**src/rtl/binary_to_bcd.sv**
```systemverilog
// ============================================================================
//  binary_to_bcd : sequential double-dabble binary -> packed BCD converter
//  Optional macro LEADING_ZERO_BLANK_EN blanks leading zero digits.
//  Revision 1.0
// ============================================================================
`default_nettype none

module binary_to_bcd #(
   parameter int          BIN_WIDTH  = 27,
   parameter int          DIGITS     = 8,
   parameter logic [3:0]  BLANK_CODE = 4'hF
) (
   input  logic                  clk_in,
   input  logic                  rst_in,
   input  logic [BIN_WIDTH-1:0]  bin_in,
   input  logic                  start_in,
   output logic [4*DIGITS-1:0]   bcd_out,
   output logic                  busy_out,
   output logic                  done_out,
   output logic                  overflow_out
);

   localparam int c_bcd_w = 4 * DIGITS;
   localparam int c_cnt_w = $clog2(BIN_WIDTH + 1);

   function automatic logic [127:0] f_pow10_m1(input int n);
      logic [127:0] p;
      p = 128'd1;
      for (int i = 0; i < n; i++) p = p * 128'd10;
      return p - 128'd1;
   endfunction

   localparam logic [127:0] c_max_val = f_pow10_m1(DIGITS);
   localparam logic [127:0] c_bin_max = (128'd1 << BIN_WIDTH) - 128'd1;

   typedef enum logic [1:0] {
      S_IDLE  = 2'd0,
      S_SHIFT = 2'd1,
      S_DONE  = 2'd2
   } state_t;

   state_t                r_state;
   logic [BIN_WIDTH-1:0]  r_shift;
   logic [c_bcd_w-1:0]    r_scratch;
   logic [c_cnt_w-1:0]    r_cnt;
   logic                  r_ovf;
   logic                  w_ovf_in;
   logic [c_bcd_w-1:0]    w_adj;
   logic [c_bcd_w-1:0]    w_result;

   // When the input range cannot exceed the digit range, overflow is constant 0.
   generate
      if (c_bin_max > c_max_val) begin : g_ovf_cmp
         assign w_ovf_in = (128'(bin_in) > c_max_val);
      end else begin : g_no_ovf
         assign w_ovf_in = 1'b0;
      end
   endgenerate

   always_comb begin
      w_adj = r_scratch;
      for (int d = 0; d < DIGITS; d++) begin
         if (r_scratch[4*d +: 4] >= 4'd5)
            w_adj[4*d +: 4] = r_scratch[4*d +: 4] + 4'd3;
      end
   end

`ifdef LEADING_ZERO_BLANK_EN
   logic w_lead;

   // Digit 0 is never blanked; saturated nines contain no zeros to blank.
   always_comb begin
      w_result = r_ovf ? {DIGITS{4'h9}} : r_scratch;
      w_lead   = 1'b1;
      for (int d = DIGITS - 1; d > 0; d--) begin
         if (w_lead && (w_result[4*d +: 4] == 4'd0))
            w_result[4*d +: 4] = BLANK_CODE;
         else
            w_lead = 1'b0;
      end
   end
`else
   always_comb begin
      w_result = r_ovf ? {DIGITS{4'h9}} : r_scratch;
   end
`endif

   always_ff @(posedge clk_in or posedge rst_in) begin
      if (rst_in) begin
         r_state      <= S_IDLE;
         r_shift      <= '0;
         r_scratch    <= '0;
         r_cnt        <= '0;
         r_ovf        <= 1'b0;
         bcd_out      <= '0;
         busy_out     <= 1'b0;
         done_out     <= 1'b0;
         overflow_out <= 1'b0;
      end else begin
         done_out <= 1'b0;
         case (r_state)
            S_IDLE: begin
               if (start_in) begin
                  r_shift   <= bin_in;
                  r_scratch <= '0;
                  r_cnt     <= '0;
                  r_ovf     <= w_ovf_in;
                  busy_out  <= 1'b1;
                  r_state   <= S_SHIFT;
               end
            end
            S_SHIFT: begin
               if (r_cnt == c_cnt_w'(BIN_WIDTH)) begin
                  bcd_out      <= w_result;
                  overflow_out <= r_ovf;
                  done_out     <= 1'b1;
                  r_state      <= S_DONE;
               end else begin
                  r_scratch <= {w_adj[c_bcd_w-2:0], r_shift[BIN_WIDTH-1]};
                  r_shift   <= {r_shift[BIN_WIDTH-2:0], 1'b0};
                  r_cnt     <= r_cnt + 1'b1;
               end
            end
            S_DONE: begin
               busy_out <= 1'b0;
               r_state  <= S_IDLE;
            end
            default: r_state <= S_IDLE;
         endcase
      end
   end

endmodule

`default_nettype wire

```
**config.mk**
```make
export PLATFORM = sky130hd
export DESIGN_NAME = binary_to_bcd
export DESIGN_NICKNAME = d
export VERILOG_FILES = /design/src/rtl/binary_to_bcd.sv
export SDC_FILE = /design/constraint.sdc
export NUM_CORES = 1
export LEC_CHECK = 0
export ABC_AREA = 1
export BUFFER_PORTS_ARGS = -buffer_cell sky130_fd_sc_hd__buf_2
export CORE_ASPECT_RATIO = 0.9
export CORE_MARGIN = 2
export CORE_UTILIZATION = 60
export DETAILED_ROUTE_END_ITERATION = 8
export PLACE_DENSITY_LB_ADDON = 0.1
export SLEW_MARGIN = 5
export SYNTH_ARGS = -nofsm -noshare
export SYNTH_HDL_FRONTEND = slang
export SYNTH_SLANG_ARGS = --single-unit
```
**constraint.sdc**
```tcl
create_clock -name clk_in -period 7 [get_ports clk_in]
set_clock_uncertainty 0.2 [all_clocks]
set_input_delay 0.35 -clock clk_in [delete_from_list [all_inputs] [get_ports clk_in]]
set_output_delay 0.35 -clock clk_in [all_outputs]
set_load 0.01 [all_outputs]
```
==> reports/metrics.csv, run 1 <==
stage,metric,value,unit
min_path,Hold Path Depth,3,
placement,DP HPWL,6745,um
placement,gp weighted congestion,0.8504,
timing,Final Cycle Share,44.98,%
critical_path,worst r2r src,r_state[1],
detailed_routing,drt total wl,10150,um
floorplanning,# rows,31,
detailed_routing,total number of vias,4038,
critical_path,CP max stage cell,buf_4,
min_path,Hold Startpoint,bin_in[0],
detailed_routing,WL/cell,13.79,um
clock_network,clk sinks,102,
timing,Max Clk Rate,317.6,MHz
floorplanning,Initial Utilization,61.91,%
min_path,WHS Endpoint,r_shift[0],
logic_synthesis,Ys Warns,0,
critical_path,WS Path Type,register to register,
min_path,Hold Crit Class,input pin to register,
cells_and_area,FILL cells,664,
critical_path,CP Cell Sequence,"nor2_8, nand2_2, nand2_2, buf_4, o211ai_1, o21ai_0",
clock_network,CTS Root Cell,clkbuf_8,
power,Combinational Power Share,46.6,%
job,MaxCap Viol Count,0,
detailed_routing,# DRC,0,
grt,initial antenna violation count,0,
clock_network,CTS Hold Bufs,1,
power,Reg power frac,38.9,%
timing,RSZ-0062 raised after global routing,no,
power,worst vdd ir,228.4,uV
grt,largest net degree at the start of global routing,80,
power,LEAKAGE,0.002852,uW
critical_path,Worst Setup End Kind,register,
detailed_routing,ANT nets after route,0,
cells_and_area,fin nets,680,
critical_path,"CP delay by family, top",simple AND/OR/NAND/NOR gates,
grt,first-pass GRT wire length,18250,um
grt,vias in the first global route,3912,
power,switch share,41.94,%
timing,# setup viols final,0,
critical_path,Worst Reg-to-Reg Cells,6,
logic_synthesis,Post-Syn Area,4995,sq um
detailed_routing,first-pass iteration count of the detailed router,5,
clock_network,CTS Buf Count,9,
floorplanning,die area,9071,sq um
floorplanning,die width,100.2,um
timing,max-slew violation count,0,
floorplanning,core box area,8068,sq um
floorplanning,Die Y,90.56,um
clock_network,"CTS clk-pin slew, worst paths",90,ps
power,Clock Power Share,14.5,%
logic_synthesis,post-synthesis register bit count,102,
outcome,outcome,finished clean,
timing,max_slew headroom,50.22,%
critical_path,R2R Setup Slk,3850,ps
timing,actual slew at the worst max-slew pin,746.6,ps
critical_path,FF-to-FF End,r_shift[26],
timing,Setup TNS Final,0,ps
critical_path,worst endpoint required time,7080,ps
floorplanning,IO Pins,65,
power,Psw,1048,uW
clock_network,postcts setup bufs,0,
grt,grt ovf,0,
critical_path,CP max FO,79,
power,PwrDens,450.3,nW/um^2
logic_synthesis,Syn Nets,623,
critical_path,Startpoint Class,register,
timing,Hold Fails Final Rpt,0,
critical_path,CP dominant cell by count,nand2_2,
placement,IO buf count,64,
cells_and_area,Antenna Cells,0,
critical_path,Critical Path Max Stage Delay,630,ps
cells_and_area,Final Util,68.78,%
detailed_routing,routed vias/inst,5.486,
detailed_routing,First DRT Iteration DRCs,161,
clock_network,TritonCTS clock tree,done,
power,cell internal pwr,1451,uW
clock_network,H-tree depth,3,
clock_network,Skew-Pair Late Insertion Delay,360,ps
logic_synthesis,"Seq/Total Area, Yosys",51.10,%
critical_path,WP buf/inv,1,
grt,GRT Total Usage,24.91,%
logic_synthesis,Synth cell types,25,
timing,fin crit period,3148,ps
logic_synthesis,Synth Area per Inst,8.672,sq um
cells_and_area,area grow syn2layout,11.10,%
clock_network,CTS max path bufs,2,
clock_network,post-cts sizing count,0,
critical_path,CP Data Arrival Time,3230,ps
logic_synthesis,Syn Inst Count,576,
cells_and_area,layout cell share with drive strength beyond 1,16.17,%
## through the flow
| stage | total power [uW] | instances | hold WS [ps] | setup WS [ps] | instance area [sq um] |
|---|---|---|---|---|---|
| detailed placement | 2136 | 720 | 230.7 | 3890 | 5349 |
| finish | 2499 | 736 | 60.17 | 3852 | 5549 |
| global placement | 2070 | 720 | 233.6 | 4008 | 5349 |
| CTS | 2509 | 736 | 50.92 | 3860 | 5549 |
| global route | 2759 | 736 | 78.53 | 3485 | 5549 |
| floorplan | 1868 | 576 | 270.2 | 3775 | 4995 |
## power groups by stage
stage	registers (uW)	clock network, uW	logic, uW
after floorplan	984	0	884
after global placement	973	0	1100
after detailed placement	980	0	1160
final	972	363	1160
after CTS	971	373	1160
after global routing	1000	394	1360
## worst max path at each step
stage,start,end,slack [ps],depth (start not counted)
final,r_state[1],r_shift[26],3850,6
after global routing,r_state[1],r_shift[11],3490,6
after CTS,r_state[1],r_shift[11],3860,6
after detailed placement,r_state[1],r_shift[20],3890,6
after global placement,r_state[1],r_cnt[2],4010,7
after floorplan,rst_in,bcd_out[0],3770,1
## synth_stat cells
cell | number | area [sq um]
a21boi_0 | 1 | 7.510
a21oi_1 | 27 | 135.1
buf_1 | 3 | 11.26
buf_2 | 11 | 55.05
buf_6 | 2 | 22.52
clkbuf_1 | 5 | 18.77
dfrtp_1 | 102 | 2552
ha_1 | 17 | 212.7
inv_1 | 85 | 319.1
inv_2 | 3 | 11.26
nand2_1 | 106 | 397.9
nand2_2 | 2 | 12.51
nand3_1 | 23 | 115.1
nand4_1 | 6 | 37.54
nand4_4 | 1 | 21.27
nor2_1 | 38 | 142.6
nor2_2 | 1 | 6.260
nor2_8 | 2 | 40.04
o211ai_1 | 26 | 195.2
o21ai_0 | 65 | 325.3
o21ai_1 | 6 | 30.03
o21ai_2 | 10 | 87.58
o22ai_1 | 20 | 125.1
or2_2 | 4 | 25.02
xor2_1 | 10 | 87.58
## sequential cells by signal (all words and copies together), names as in the netlist
signal / count
bcd_out: 32
r_scratch: 32
r_shift: 27
r_cnt: 5
r_state: 2
busy_out: 1
done_out: 1
overflow_out: 1
r_ovf: 1
## layer usage
layer | vias to the layer above | global-route usage (%) | share of wire (%) | routed length [um]
li1 | 2003 | - | - | -
met2 | 95 | 37.42 | 44 | 4487
met5 | - | 0 | 0 | 0
met3 | 14 | 4.567 | 4.6 | 471
met1 | 1926 | 37.25 | 50 | 5041
met4 | 0 | 7.078 | 1.5 | 148
## cell type report
type	instances	area, sq um	share of cell area (%)
clock buffer	12	145.1	2.616
clock inverter	3	45.04	0.8117
inverter	88	332.8	5.998
multi-input combinational	365	2004	36.12
sequential	102	2552	46.00
tap	99	123.9	2.232
timing repair buffer	67	345.3	6.223
## layout by cell type, fill, tap and decap left out
cell / netlist / final
buf_2: 11 / 64
bufinv_16: 0 / 1
dfrtp_1: 102 / 102
inv_4: 0 / 1
nand3_1: 23 / 23
o21ai_0: 65 / 65
nand2_2: 2 / 2
a21oi_1: 27 / 27
nor2_2: 1 / 1
or2_2: 4 / 4
ha_1: 17 / 17
o21ai_1: 6 / 6
dlygate4sd3_1: 0 / 1
o22ai_1: 20 / 20
nand4_1: 6 / 6
a21boi_0: 1 / 1
clkbuf_8: 0 / 10
clkbuf_1: 5 / 2
inv_2: 3 / 3
nand2_1: 106 / 106
clkinvlp_4: 0 / 2
o211ai_1: 26 / 26
buf_4: 0 / 2
xor2_1: 10 / 10
nor2_8: 2 / 2
inv_1: 85 / 84
nor2_1: 38 / 38
nand4_4: 1 / 1
o21ai_2: 10 / 10
## worst min-delay path, stage by stage
cell,delay (ps)
buf_2,90
nand3_1,60
o21ai_0,80
## kinds of logic after synthesis
group,count (synthesis),share of synthesized area (%)
and+or+nand+nor,183,15.98
AOI/OAI and AO/OA,155,18.14
buffers and inverters,109,8.768
DFF,102,51.10
adders and majority gates,17,4.258
xor gates and xnor gates,10,1.753
Power figures use the tool's default switching activity.
==> run 2, diff against run 1 <==
--- a/config.mk
+++ b/config.mk
@@ -9,7 +9,7 @@
 export BUFFER_PORTS_ARGS = -buffer_cell sky130_fd_sc_hd__buf_2
 export CORE_ASPECT_RATIO = 0.9
 export CORE_MARGIN = 2
-export CORE_UTILIZATION = 60
+export CORE_UTILIZATION = 58
 export DETAILED_ROUTE_END_ITERATION = 8
 export PLACE_DENSITY_LB_ADDON = 0.1
 export SLEW_MARGIN = 5
==> constraint.sdc (replaced) <==
create_clock -name clk_in -period 2.95 [get_ports clk_in]
set_clock_uncertainty 0.2 [all_clocks]
set_input_delay 0.1475 -clock clk_in [delete_from_list [all_inputs] [get_ports clk_in]]
set_output_delay 0.1475 -clock clk_in [all_outputs]
set_load 0.01 [all_outputs]
==> reports/metrics.csv, run 2 (synthesis results as in run 1) <==
stage,metric,value,unit,change
cells_and_area,layout cell share with drive strength beyond 1,16.52,%,was 16.17%
outcome,outcome,finished clean,,unchanged
clock_network,CTS Root Cell,clkbuf_8,,unchanged
critical_path,FF-to-FF End,r_scratch[19],,was r_shift[26]
cells_and_area,Final Util,69.86,%,was 68.78%
cells_and_area,final instance area,5929,sq um,was 5549 sq um
critical_path,crit path launch,r_cnt[0],,was r_state[1]
critical_path,CP Data Arrival Time,2210,ps,was 3230 ps
grt,GRT Total Usage,24.54,%,was 24.91%
critical_path,CP Cell Sequence,"ha_1, inv_1, nor2_2, nand3_1, nand2_2, buf_4, inv_1, nand3_1, o21ai_0",,"was nor2_8, nand2_2, nand2_2, buf_4, o211ai_1, o21ai_0"
timing,Max Clk Rate,458.5,MHz,was 317.6 MHz
timing,# setup viols final,0,,unchanged
detailed_routing,routed vias/inst,5.238,,was 5.486
critical_path,Critical Path Max Stage Delay,400,ps,was 630 ps
clock_network,postcts setup bufs,0,,unchanged
clock_network,clk sinks,102,,unchanged
cells_and_area,"commonest non-fill, non-tap cell in the layout",nand2_1,,unchanged
detailed_routing,First DRT Iteration DRCs,244,,was 161
cells_and_area,area grow syn2layout,18.71,%,was 11.10%
critical_path,R2R Setup Slk,770,ps,was 3850 ps
timing,hold_ws,155.5,ps,was 60.17 ps
critical_path,worst endpoint required time,2980,ps,was 7080 ps
job,MaxCap Viol Count,0,,unchanged
clock_network,CTS max path bufs,2,,unchanged
timing,Setup TNS Final,0,ps,unchanged
grt,grt ovf,0,,unchanged
floorplanning,core box area,8488,sq um,was 8068 sq um
cells_and_area,Antenna Cells,0,,unchanged
floorplanning,die area,9371,sq um,was 9071 sq um
critical_path,CP max FO,22,,was 79
floorplanning,Initial Utilization,58.84,%,was 61.91%
timing,Final WS setup,769.1,ps,was 3852 ps
timing,RSZ-0062 raised after global routing,no,,unchanged
grt,largest net degree at the start of global routing,54,,was 80
detailed_routing,# DRC,0,,unchanged
placement,IO buf count,64,,unchanged
clock_network,TritonCTS clock tree,done,,unchanged
detailed_routing,drt total wl,10590,um,was 10150 um
clock_network,"CTS clk-pin slew, worst paths",100,ps,was 90 ps
clock_network,post-cts sizing count,0,,unchanged
critical_path,WS Path Type,register to register,,unchanged
timing,Final Cycle Share,73.93,%,was 44.98%
placement,Place WS,780.6,ps,was 3890 ps
detailed_routing,WL/cell,13.39,um,was 13.79 um
power,LEAKAGE,0.003005,uW,was 0.002852 uW
clock_network,Skew-Pair Late Insertion Delay,360,ps,about the same
placement,Post-DP Area,5433,sq um,was 5349 sq um
floorplanning,die width,101.8,um,was 100.2 um
cells_and_area,Largest regs,"bcd_out x32, r_scratch x32, r_shift x27",,unchanged
floorplanning,IO Pins,65,,unchanged
critical_path,Worst Reg-to-Reg Cells,9,,was 6
clock_network,CTS Buf Count,9,,unchanged
critical_path,CP max stage cell,dfrtp_1,,was buf_4
min_path,Hold Crit Class,input pin to asynchronous set/reset pin,,was input pin to register
power,worst vdd ir,548.4,uV,was 228.4 uV
critical_path,worst r2r src,r_cnt[0],,was r_state[1]
placement,DP HPWL,6872,um,was 6745 um
placement,gp weighted congestion,0.8232,,was 0.8504
power,PwrDens,1014,nW/um^2,was 450.3 nW/um^2
timing,Hold Fails Final Rpt,0,,unchanged
cells_and_area,fin nets,715,,was 680
detailed_routing,ANT nets after route,0,,unchanged
grt,initial antenna violation count,0,,unchanged
floorplanning,# rows,32,,was 31
timing,max-slew violation count,0,,unchanged
timing,fin crit period,2181,ps,was 3148 ps
detailed_routing,total number of vias,4143,,was 4038
grt,first-pass GRT wire length,18440,um,was 18250 um
critical_path,Worst Setup End Kind,register,,unchanged
clock_network,H-tree depth,3,,unchanged
detailed_routing,first-pass iteration count of the detailed router,8,,was 5
cells_and_area,most frequent cells in the layout,"nand2_1 (106), dfrtp_1 (102), inv_1 (84), o21ai_0 (65), buf_2 (64)",,unchanged
critical_path,Startpoint Class,register,,unchanged
timing,actual slew at the worst max-slew pin,488.8,ps,was 746.6 ps
timing,max_slew headroom,67.35,%,was 50.22%
grt,vias in the first global route,4043,,was 3912
floorplanning,Die Y,92.04,um,was 90.56 um
[run 2: changes by cell type in the layout (fill, tap and decap cells not counted)]
| cell | change |
|---|---|
| dlygate4sd3_1 | +29 |
| buf_4 | +5 |
| clkbuf_1 | -2 |
| buf_12 | +1 |
| clkinv_2 | +1 |
| clkinvlp_4 | +1 |
| inv_4 | -1 |
| inv_6 | +1 |
[run 2: power breakdown]
group | internal, uW | switching [uW] | total [uW]
Clock | 412 | 473 | 886
Sequential | 2010 | 295 | 2300
Combinational | 1070 | 1750 | 2830
Total | 3490 | 2520 | 6010
[run 2: through the flow]
stage / instances / power (uW)
6_report: 791 / 6014
5_1_grt: 791 / 6616
4_1_cts: 791 / 6035
3_5_place_dp: 746 / 5098
3_3_place_gp: 746 / 4949
2_1_floorplan: 576 / 4432
[run 2: worst max path at each step]
stage | slack (ps) | endpoint | cells after the start
finish | 770 | r_scratch[19] | 9
global route | 600 | r_scratch[28] | 9
CTS | 770 | r_scratch[19] | 9
detailed placement | 780 | r_scratch[28] | 9
global placement | 850 | r_scratch[28] | 9
floorplan | 1220 | r_shift[10] | 9
[run 2: cell type report]
class | count | area (sq um)
Fill cell | 695 | 2559
Inverter | 88 | 334.1
Clock inverter | 5 | 58.81
Timing Repair Buffer | 102 | 693.2
Clock buffer | 10 | 137.6
Sequential cell | 102 | 2552
Tap cell | 119 | 148.9
Multi-Input combinational cell | 365 | 2004
[run 2: metal layers]
layer,GRT usage [%],part of all wire (%),wire length [um],up-vias
li1,-,-,-,2074
met1,35.24,48,5065,1940
met2,38.98,47,4929,115
met3,3.811,4.3,459,14
met4,6.667,1.3,137,0
met5,0,0,0,-
[run 2: timing repair]
action                                  4_1_cts  5_1_grt
endpoints found under the setup margin        0        0
hold endpoints to repair                     88        0
hold buffers                                 30        0
[run 2: critical path, delay by kind of cell (launching register included)]
kind	cells	cell delay (ps)
AOI/OAI and AO/OA	1	100
adders and majority gates	1	220
buffers and inverters	3	640
DFF	1	400
and+or+nand+nor	4	490
==> run 3, diff against run 2 <==
==> constraint.sdc (replaced) <==
create_clock -name clk_in -period 2.2 [get_ports clk_in]
set_clock_uncertainty 0.2 [all_clocks]
set_input_delay 0.11 -clock clk_in [delete_from_list [all_inputs] [get_ports clk_in]]
set_output_delay 0.11 -clock clk_in [all_outputs]
set_load 0.01 [all_outputs]
==> reports/metrics.csv, run 3 (synthesis results as in run 1) <==
stage,metric,value,unit,change
outcome,outcome,finished clean,,unchanged
timing,Max Clk Rate,501.6,MHz,was 458.5 MHz
detailed_routing,total number of vias,4122,,was 4143
grt,first-pass GRT wire length,18190,um,was 18440 um
min_path,Hold Crit Class,input pin to asynchronous set/reset pin,,unchanged
grt,initial antenna violation count,0,,unchanged
grt,vias in the first global route,3964,,was 4043
cells_and_area,fin nets,717,,was 715
power,worst vdd ir,725.5,uV,was 548.4 uV
clock_network,postcts setup bufs,0,,unchanged
placement,IO buf count,64,,unchanged
timing,# setup viols final,0,,unchanged
clock_network,H-tree depth,3,,unchanged
job,MaxCap Viol Count,0,,unchanged
floorplanning,die width,101.8,um,unchanged
clock_network,TritonCTS clock tree,done,,unchanged
floorplanning,# rows,32,,unchanged
power,Power Total,8068,uW,was 6014 uW
cells_and_area,Largest regs,"bcd_out x32, r_scratch x32, r_shift x27",,unchanged
floorplanning,IO Pins,65,,unchanged
detailed_routing,routed vias/inst,5.191,,was 5.238
power,switch share,42.17,%,was 41.92%
timing,Setup TNS Final,0,ps,unchanged
clock_network,CTS max path bufs,2,,unchanged
timing,actual slew at the worst max-slew pin,523.1,ps,was 488.8 ps
critical_path,Startpoint Class,register,,unchanged
clock_network,post-cts sizing count,0,,unchanged
power,Psw,3402,uW,was 2521 uW
grt,GRT Total Usage,24.47,%,was 24.54%
timing,Final Cycle Share,90.61,%,was 73.93%
detailed_routing,# DRC,0,,unchanged
critical_path,WS Path Type,register to register,,unchanged
detailed_routing,WL/cell,13.24,um,was 13.39 um
detailed_routing,first-pass iteration count of the detailed router,5,,was 8
timing,max-slew violation count,0,,unchanged
detailed_routing,drt total wl,10520,um,was 10590 um
cells_and_area,most frequent cells in the layout,"nand2_1 (106), dfrtp_1 (102), inv_1 (84), o21ai_0 (65), buf_2 (64)",,unchanged
power,Combinational Power Share,47.5,%,was 47.0%
power,Clock Power Share,14.2,%,was 14.7%
critical_path,CP Data Arrival Time,2040,ps,was 2210 ps
floorplanning,core box area,8488,sq um,unchanged
grt,largest net degree at the start of global routing,103,,was 54
power,Reg power frac,38.4,%,was 38.3%
detailed_routing,First DRT Iteration DRCs,222,,was 244
timing,Hold Fails Final Rpt,0,,unchanged
timing,RSZ-0062 raised after global routing,no,,unchanged
clock_network,"CTS clk-pin slew, worst paths",110,ps,was 100 ps
power,LEAKAGE,0.003018,uW,was 0.003005 uW
critical_path,CP max FO,67,,was 22
timing,fin crit period,1993,ps,was 2181 ps
cells_and_area,Antenna Cells,0,,unchanged
floorplanning,Die Y,92.04,um,unchanged
critical_path,Worst Reg-to-Reg Cells,9,,unchanged
cells_and_area,area grow syn2layout,19.19,%,was 18.71%
grt,grt ovf,0,,unchanged
clock_network,CTS Root Cell,clkbuf_8,,unchanged
clock_network,CTS Hold Bufs,30,,unchanged
detailed_routing,ANT nets after route,0,,unchanged
clock_network,CTS Buf Count,9,,unchanged
cells_and_area,layout cell share with drive strength beyond 1,16.89,%,was 16.52%
floorplanning,die area,9371,sq um,unchanged
clock_network,Skew-Pair Late Insertion Delay,360,ps,about the same
timing,max_slew headroom,65.12,%,was 67.35%
power,cell internal pwr,4666,uW,was 3493 uW
placement,gp weighted congestion,0.8503,,was 0.8232
critical_path,worst endpoint required time,2240,ps,was 2980 ps
placement,DP HPWL,6727,um,was 6872 um
power,PwrDens,1355,nW/um^2,was 1014 nW/um^2
clock_network,clk sinks,102,,unchanged
floorplanning,Initial Utilization,58.84,%,unchanged
cells_and_area,"commonest non-fill, non-tap cell in the layout",nand2_1,,unchanged
critical_path,Worst Setup End Kind,register,,unchanged
run 3: power by group through the flow:
stage / clock network, uW / registers [uW] / logic [uW]
2_1_floorplan: 0 / 3130 / 2810
3_3_place_gp: 0 / 3100 / 3600
3_5_place_dp: 0 / 3130 / 3760
4_1_cts: 1170 / 3090 / 3830
5_1_grt: 1240 / 3190 / 4420
6_report: 1140 / 3100 / 3830
run 3: metal layers:
layer	global-route usage [%]	wire (um)	part of all wire [%]
met2	39.42	4877	46
met3	4.726	536	5.1
met1	34.93	5013	48
met4	4.778	89	0.85
met5	0	0	0
run 3: per-stage QoR:
step | instance area (sq um) | utilization [%] | worst slack [ps] | hold slack (ps) | cells
floorplan | 4999 | - | 467.8 | 56.85 | 576
global placement | 5460 | 64.33 | 299.0 | 112.2 | 748
detailed placement | 5460 | 64.33 | 221.2 | 125.8 | 748
CTS | 5953 | 70.14 | 196.9 | 271.8 | 794
global route | 5953 | 70.14 | 67.28 | 307.3 | 794
finish | 5953 | 70.14 | 206.5 | 261.5 | 794
run 3: worst paths after layout:
check | from | endpoint | slack (ps)
min | rst_in | bcd_out[24] | 260
max reg2reg | r_cnt[0] | r_shift[2] | 210
max in group asynchronous | rst_in | r_scratch[13] | 1140
min reg2reg | bcd_out[21] | bcd_out[21] | 290
min in group clk_in | bcd_out[21] | bcd_out[21] | 290
max | r_cnt[0] | r_shift[2] | 210
run 3: final cells by class:
cell class              count  area (sq um)
multi-input cells         365          2004
clock buffers              11         151.4
repair buffers            104         720.7
well taps                 119         148.9
inverters                  88         334.1
fillers                   688          2535
clock inverters             5         41.29
flip-flops and latches    102          2552
run 3: critical path: stages (launching register included):
cell,delay (ps)
dfrtp_1,390
ha_1,220
inv_1,60
nor2_2,140
nand3_1,100
nand2_2,190
nand2_2,110
buf_12,210
o211ai_1,110
o21ai_0,120
